### config.mk
export PLATFORM = sky130hd
export DESIGN_NAME = quant_sequencer
export DESIGN_NICKNAME = d
export VERILOG_FILES = /design/src/rtl/quant_pkg.sv /design/src/rtl/quant_sequencer_fp2i8.sv /design/src/rtl/quant_sequencer.sv
export SDC_FILE = /design/constraint.sdc
export NUM_CORES = 1
export LEC_CHECK = 0
export CAP_MARGIN = 20
export CORE_MARGIN = 4
export CORE_UTILIZATION = 51
export DETAILED_ROUTE_END_ITERATION = 12
export PLACE_DENSITY = 0.68
export SYNTH_ARGS = -nofsm -noshare
export SYNTH_HDL_FRONTEND = slang
export SYNTH_SLANG_ARGS = --single-unit
### constraint.sdc
create_clock -name clk -period 73 [get_ports clk]
set_input_delay 10.95 -clock clk [delete_from_list [all_inputs] [get_ports clk]]
set_output_delay 10.95 -clock clk [all_outputs]
set_load 0.05 [all_outputs]
### src/rtl/quant_pkg.sv
// Shared types and constants for the two-pass int8 quantization sequencer.
package quant_pkg;
  typedef enum logic [2:0] {IDLE, LOAD, SCALE, DRAIN, DONE} qseq_state_t;
  typedef logic [31:0] fp32_t;

  localparam fp32_t      FP32_ONE        = 32'h3F800000;
  localparam fp32_t      FP32_MIN_NORM   = 32'h00800000;
  localparam logic [7:0] FP_EXP_INF      = 8'hFF;
  localparam logic [7:0] SCALE_EXP_SHIFT = 8'd7;

  // amax/128: drop the exponent by 7, saturating to min-normal; zero/denormal amax maps to 1.0
  function automatic fp32_t scale_from_amax(input logic [30:0] amax);
    logic [7:0] e;
    e = amax[30:23];
    if (e == 8'd0)                 return FP32_ONE;
    else if (e <= SCALE_EXP_SHIFT) return FP32_MIN_NORM;
    else                           return {1'b0, e - SCALE_EXP_SHIFT, amax[22:0]};
  endfunction
endpackage

### src/rtl/quant_sequencer_fp2i8.sv
// fp32 -> int8 magnitude quantizer: q = min(trunc(x/scale), 127) for non-negative normal x.
module quant_sequencer_fp2i8
  import quant_pkg::*;
(
  input  fp32_t      x,
  input  fp32_t      scale,
  output logic [7:0] q
);
  logic [7:0]        ex, es;
  logic [23:0]       mx, ms;
  logic signed [9:0] d;
  logic [31:0]       num, quo;

  always_comb begin
    ex  = x[30:23];
    es  = scale[30:23];
    mx  = {1'b1, x[22:0]};
    ms  = {1'b1, scale[22:0]};
    d   = $signed({2'b00, ex}) - $signed({2'b00, es});
    num = '0;
    quo = '0;
    q   = '0;
    // mantissa ratio lies in (0.5, 2), so only d in 0..7 needs a real divide
    if (x[31] || scale[31] || ex == 8'd0 || es == 8'd0) q = 8'd0;
    else if (d >= 10'sd8)                               q = 8'd127;
    else if (d < 10'sd0)                                q = 8'd0;
    else begin
      num = {8'b0, mx} << d[2:0];
      quo = num / {8'b0, ms};
      q   = (quo > 32'd127) ? 8'd127 : quo[7:0];
    end
  end
endmodule

### src/rtl/quant_sequencer.sv
// Two-pass per-tensor int8 quantization controller: buffer + amax, derive scale, replay through quantizer.
module quant_sequencer
  import quant_pkg::*;
#(
  parameter int DEPTH = 16,
  parameter int CNT_W = $clog2(DEPTH) + 1
) (
  input  logic             clk,
  input  logic             rst,
  input  logic             start,
  input  logic [CNT_W-1:0] len,
  input  logic             in_valid,
  output logic             in_ready,
  input  logic [31:0]      in_data,
  output logic             out_valid,
  input  logic             out_ready,
  output logic [7:0]       out_data,
  output logic             out_last,
  output logic [31:0]      scale_out,
  output logic             busy,
  output logic             done,
  output logic             err
);
  localparam int              AW      = $clog2(DEPTH);
  localparam logic [CNT_W-1:0] DEPTH_C = CNT_W'(DEPTH);

  qseq_state_t      state, nstate;
  fp32_t            mem [DEPTH];
  logic [CNT_W-1:0] n, n_in, wr_ptr, rd_ptr;
  logic [30:0]      amax;
  fp32_t            wd, rd_word;
  logic [7:0]       q;
  logic             in_fire, out_load;

  assign n_in     = (len > DEPTH_C) ? DEPTH_C : len;
  assign in_ready = (state == LOAD);
  assign busy     = (state != IDLE);
  assign done     = (state == DONE);
  assign in_fire  = in_valid && in_ready;
  assign out_load = !out_valid || out_ready;
  // Inf/NaN words are zeroed before they can reach amax or the buffer
  assign wd       = (in_data[30:23] == FP_EXP_INF) ? 32'h0 : in_data;
  assign rd_word  = mem[rd_ptr[AW-1:0]];

  quant_sequencer_fp2i8 u_fp2i8 (
    .x     ({1'b0, rd_word[30:0]}),
    .scale (scale_out),
    .q     (q)
  );

  always_ff @(posedge clk) begin
    if (rst) state <= IDLE;
    else     state <= nstate;
  end

  always_comb begin
    nstate = state;
    case (state)
      IDLE:    if (start) nstate = (n_in == '0) ? DONE : LOAD;
      LOAD:    if (in_fire && wr_ptr == n - CNT_W'(1)) nstate = SCALE;
      SCALE:   nstate = DRAIN;
      DRAIN:   if (out_valid && out_ready && out_last) nstate = DONE;
      DONE:    nstate = IDLE;
      default: nstate = IDLE;
    endcase
  end

  always_ff @(posedge clk) begin
    if (state == LOAD && in_fire) mem[wr_ptr[AW-1:0]] <= wd;
  end

  always_ff @(posedge clk) begin
    if (rst) begin
      n         <= '0;
      wr_ptr    <= '0;
      rd_ptr    <= '0;
      amax      <= '0;
      err       <= 1'b0;
      scale_out <= FP32_ONE;
      out_valid <= 1'b0;
      out_data  <= '0;
      out_last  <= 1'b0;
    end else begin
      case (state)
        IDLE: if (start) begin
          n      <= n_in;
          wr_ptr <= '0;
          rd_ptr <= '0;
          amax   <= '0;
          err    <= 1'b0;
        end
        LOAD: if (in_fire) begin
          wr_ptr <= wr_ptr + CNT_W'(1);
          if (in_data[30:23] == FP_EXP_INF) err <= 1'b1;
          if (wd[30:0] > amax) amax <= wd[30:0];
        end
        SCALE: scale_out <= scale_from_amax(amax);
        DRAIN: if (out_load) begin
          if (rd_ptr != n) begin
            out_valid <= 1'b1;
            out_data  <= rd_word[31] ? (8'd0 - q) : q;
            out_last  <= (rd_ptr == n - CNT_W'(1));
            rd_ptr    <= rd_ptr + CNT_W'(1);
          end else begin
            out_valid <= 1'b0;
            out_last  <= 1'b0;
          end
        end
        default: begin
          out_valid <= 1'b0;
          out_last  <= 1'b0;
        end
      endcase
    end
  end
endmodule

==> impl_metrics.json <==
{
  "initial_core_util_pct": 51.5,
  "clockRootBuffer": "clkbuf_16",
  "vias_per_cell": 6.17,
  "nNetsFinal": 3350,
  "die_x_um": 271,
  "crit_fanout": 42,
  "cts_sinks": 607,
  "timing.setup.tns_ns": 0,
  "die-area_um2": 73600,
  "cts_buffers": 57,
  "synthesis.area_um2": 35400,
  "synth_top_area_share_pct": 43.5,
  "rows": 96,
  "rsz0062_at_grt": "false",
  "fmax_mhz": 29.4,
  "critPathArrivalTime_ns": 34.55,
  "synth_edf_count": 512,
  "clkTransAtPathRegs_ns": 0.08,
  "met3_length_um": 6680,
  "ys_ff_latch": 607,
  "place.gp.congestion": 0.907,
  "drc_errors": 0,
  "worstPathRequired_ns": 73.54,
  "timing.final.ws_setup_ns": 38.99,
  "drive_gt1_share_pct": 12.8,
  "wire_per_inst_um": 23.4,
  "avgSynthCellArea_um2": 11.8,
  "grt_pass1_wl_um": 144000,
  "synth.distinct_cells": 102,
  "n_antenna_cell": 0,
  "wl_met2_um": 46000,
  "crit_path_end_kind": "flop",
  "path_buf_inv": 8,
  "report.final.slew_viol_count": 0,
  "cts_hold_buf": 0,
  "finClkSkew_ns": 0.0314,
  "synth_cells": 3004,
  "setup_viol": 0,
  "first_pass_iters": 8,
  "routed.top_layer": "met4",
  "critPathKind": "flop to flop",
  "max_slew_margin_pct": 22.7,
  "core_area_um2": 68700,
  "status": "complete, no violations",
  "slowest_stage": "dfxtp_4",
  "track_usage_pct": 25.2,
  "post-place-ws_ns": 39.26,
  "startpoint_type": "flop",
  "grt_remaining_overflow": 0,
  "cts-resized-gates": 0,
  "synth_top_family_by_area": "compound AO/OA/AOI/OAI gates",
  "areaGrowthSynthToFinish_pct": 11.1,
  "met1_length_um": 38700,
  "synth-main-ff-cell": "edfxtp_1",
  "grt_pass1_vias": 24800,
  "final-hold-violation-count": 0,
  "vias": 25000,
  "max_cap_violations": 0,
  "placed_cells": 3944,
  "final_core_util_pct": 57.2,
  "htreeDepth": 2,
  "ant_nets": 0,
  "synth_compound_area_share_pct": 12.6,
  "ys_warn_count": 0,
  "synthArstFlopShare_pct": 0,
  "drt_iter0_drc": 2261,
  "period_minus_slack_ns": 34.01,
  "postCtsSetupBuffers": 0,
  "synth-adder-area-share_pct": 8.33,
  "yosys.area_share.simple_pct": 11.7,
  "clk_path_buf_depth": 3,
  "clk_latency_ns": 0.63,
  "grt_max_degree": 78,
  "dieHeight_um": 271,
  "antenna_found_initial": 0,
  "synth-xor-area-share_pct": 3.44,
  "routed_wl_um": 95000,
  "cp_top_family": "compound AO/OA/AOI/OAI gates",
  "synthMuxAreaShare_pct": 12.4,
  "cts_tree": "done",
  "seq_area_frac_synth_pct": 48.8,
  "hold_path.class": "flop to flop",
  "io_buffers": 86,
  "hpwl_um": 63400,
  "final-instance-count-excl-fill": 4052,
  "floorplan.io_pins": 88,
  "synthTopCellsByArea": "edfxtp_1, mux4_2, ha_1, dfxtp_1, nor2_1",
  "cp_slowest_stage_delay_ns": 0.95,
  "yosys.area.top_type": "edfxtp_1",
  "syn-num-nets": 3281,
  "worst_pin_slew_ns": 1.13,
  "timing.final.crit_share_pct": 46.6
}
## worst register-to-register path, delay by kind of cell, from the launching register on
family                     cells  cell delay (ns)
AOI/OAI and AO/OA             86            21.78
adders and majority gates     11             3.38
DFF                            1             0.95
buffers and inverters          8             2.16
muxes                          4             1.81
and+or+nand+nor               23             3.89
## layer usage
metal / up-vias / track usage (%)
li1: 11600 / -
met1: 12300 / 32.9
met2: 920 / 42.8
met3: 187 / 4.01
met4: 0 / 9.33
met5: - / 0
## worst paths after layout
check                                 start     endpoint  slack [ns]  depth (start not counted)
worst min-delay path            out_data[7]  out_data[7]        0.47                          2
worst max-delay path                   flop  out_data[4]       38.99                        132
worst max register to register         flop  out_data[4]       38.99                        132
worst min register to register  out_data[7]  out_data[7]        0.47                          2
## cell type report
type	count	area [µm²]
flip-flops and latches	607	17300
clock buffers	71	1540
repair buffers	126	1170
clock inverters	36	380
well taps	931	1160
inverters	116	435
fillers	5530	29400
multi-input cells	2165	17300
## synthesized netlist by cell type (7+ instances only)
cell and n:
o21bai_1 8, o21a_1 64, a21boi_0 9, o31ai_1 33, a22oi_1 35, or3_1 13, o211ai_1 14, nor3_1 71
nand3_1 48, nor2_1 315, ha_1 234, nor4_1 12, and4_1 7, mux4_2 157, nor3b_1 9, buf_1 20
clkbuf_1 75, xor2_1 62, nand2b_1 28, edfxtp_1 512, a21oi_1 224, xnor2_1 77, inv_1 114, nand4_1 27
mux2i_1 37, a31oi_1 8, a211oi_1 24, a21o_1 56, mux2_2 32, buf_2 13, and2_1 47, o21ai_1 7
dfxtp_1 95, or2_2 11, nand2_1 211, o21ai_0 99, nor2b_1 39, and3_1 21
## cell families (layout without fill, tap and decap cells)
group,count (synthesis),count (layout)
other,1,1
adders and majority gates,235,235
and+or+nand+nor,883,883
buffers and inverters,232,349
xor gates and xnor gates,139,139
DFF,607,607
AOI/OAI and AO/OA,671,671
muxes,236,236
## state kept, by name (all words and copies together) (netlist names), named ones only
register,flops
mem,512
amax,31
scale_out,31
out_data,8
n,5
rd_ptr,5
wr_ptr,5
state,3
err,1
out_last,1
out_valid,1
## cell usage in the layout, fill, tap and decap left out, types with 8 or more instances in the layout
cell type        synthesis  routed
edfxtp_1               512     512
nor2_1                 315     298
ha_1                   234     234
a21oi_1                224     222
nand2_1                211     210
mux4_2                 157     157
inv_1                  114     114
o21ai_0                 99      99
dfxtp_1                 95      91
clkdlybuf4s50_1          0      85
xnor2_1                 77      76
nor3_1                  71      71
o21a_1                  64      64
xor2_1                  62      61
clkbuf_16                0      57
a21o_1                  56      56
nand3_1                 48      48
and2_1                  47      47
nor2b_1                 39      39
buf_4                    3      39
mux2i_1                 37      37
a22oi_1                 35      35
o31ai_1                 33      33
mux2_2                  32      32
nand2b_1                28      28
nand4_1                 27      27
a211oi_1                24      24
and3_1                  21      21
clkinv_1                 2      17
nor2_4                   1      17
o211ai_1                14      14
or3_1                   13      13
nor4_1                  12      12
or2_2                   11      11
a21boi_0                 9       9
o21bai_1                 8       8
a31oi_1                  8       8
nor3b_1                  9       8
clkinv_2                 0       8
clkbuf_1                75       8
## metrics by stage
stage / cell area, µm² / hold slack [ns]
floorplan: 35400 / 0.454
global placement: 37400 / 0.455
detailed placement: 37400 / 0.463
CTS: 39300 / 0.471
global route: 39300 / 0.494
finish: 39300 / 0.467
Power is not shown: default switching activity piles up to over one toggle a cycle in this logic, so the estimate is an artifact.
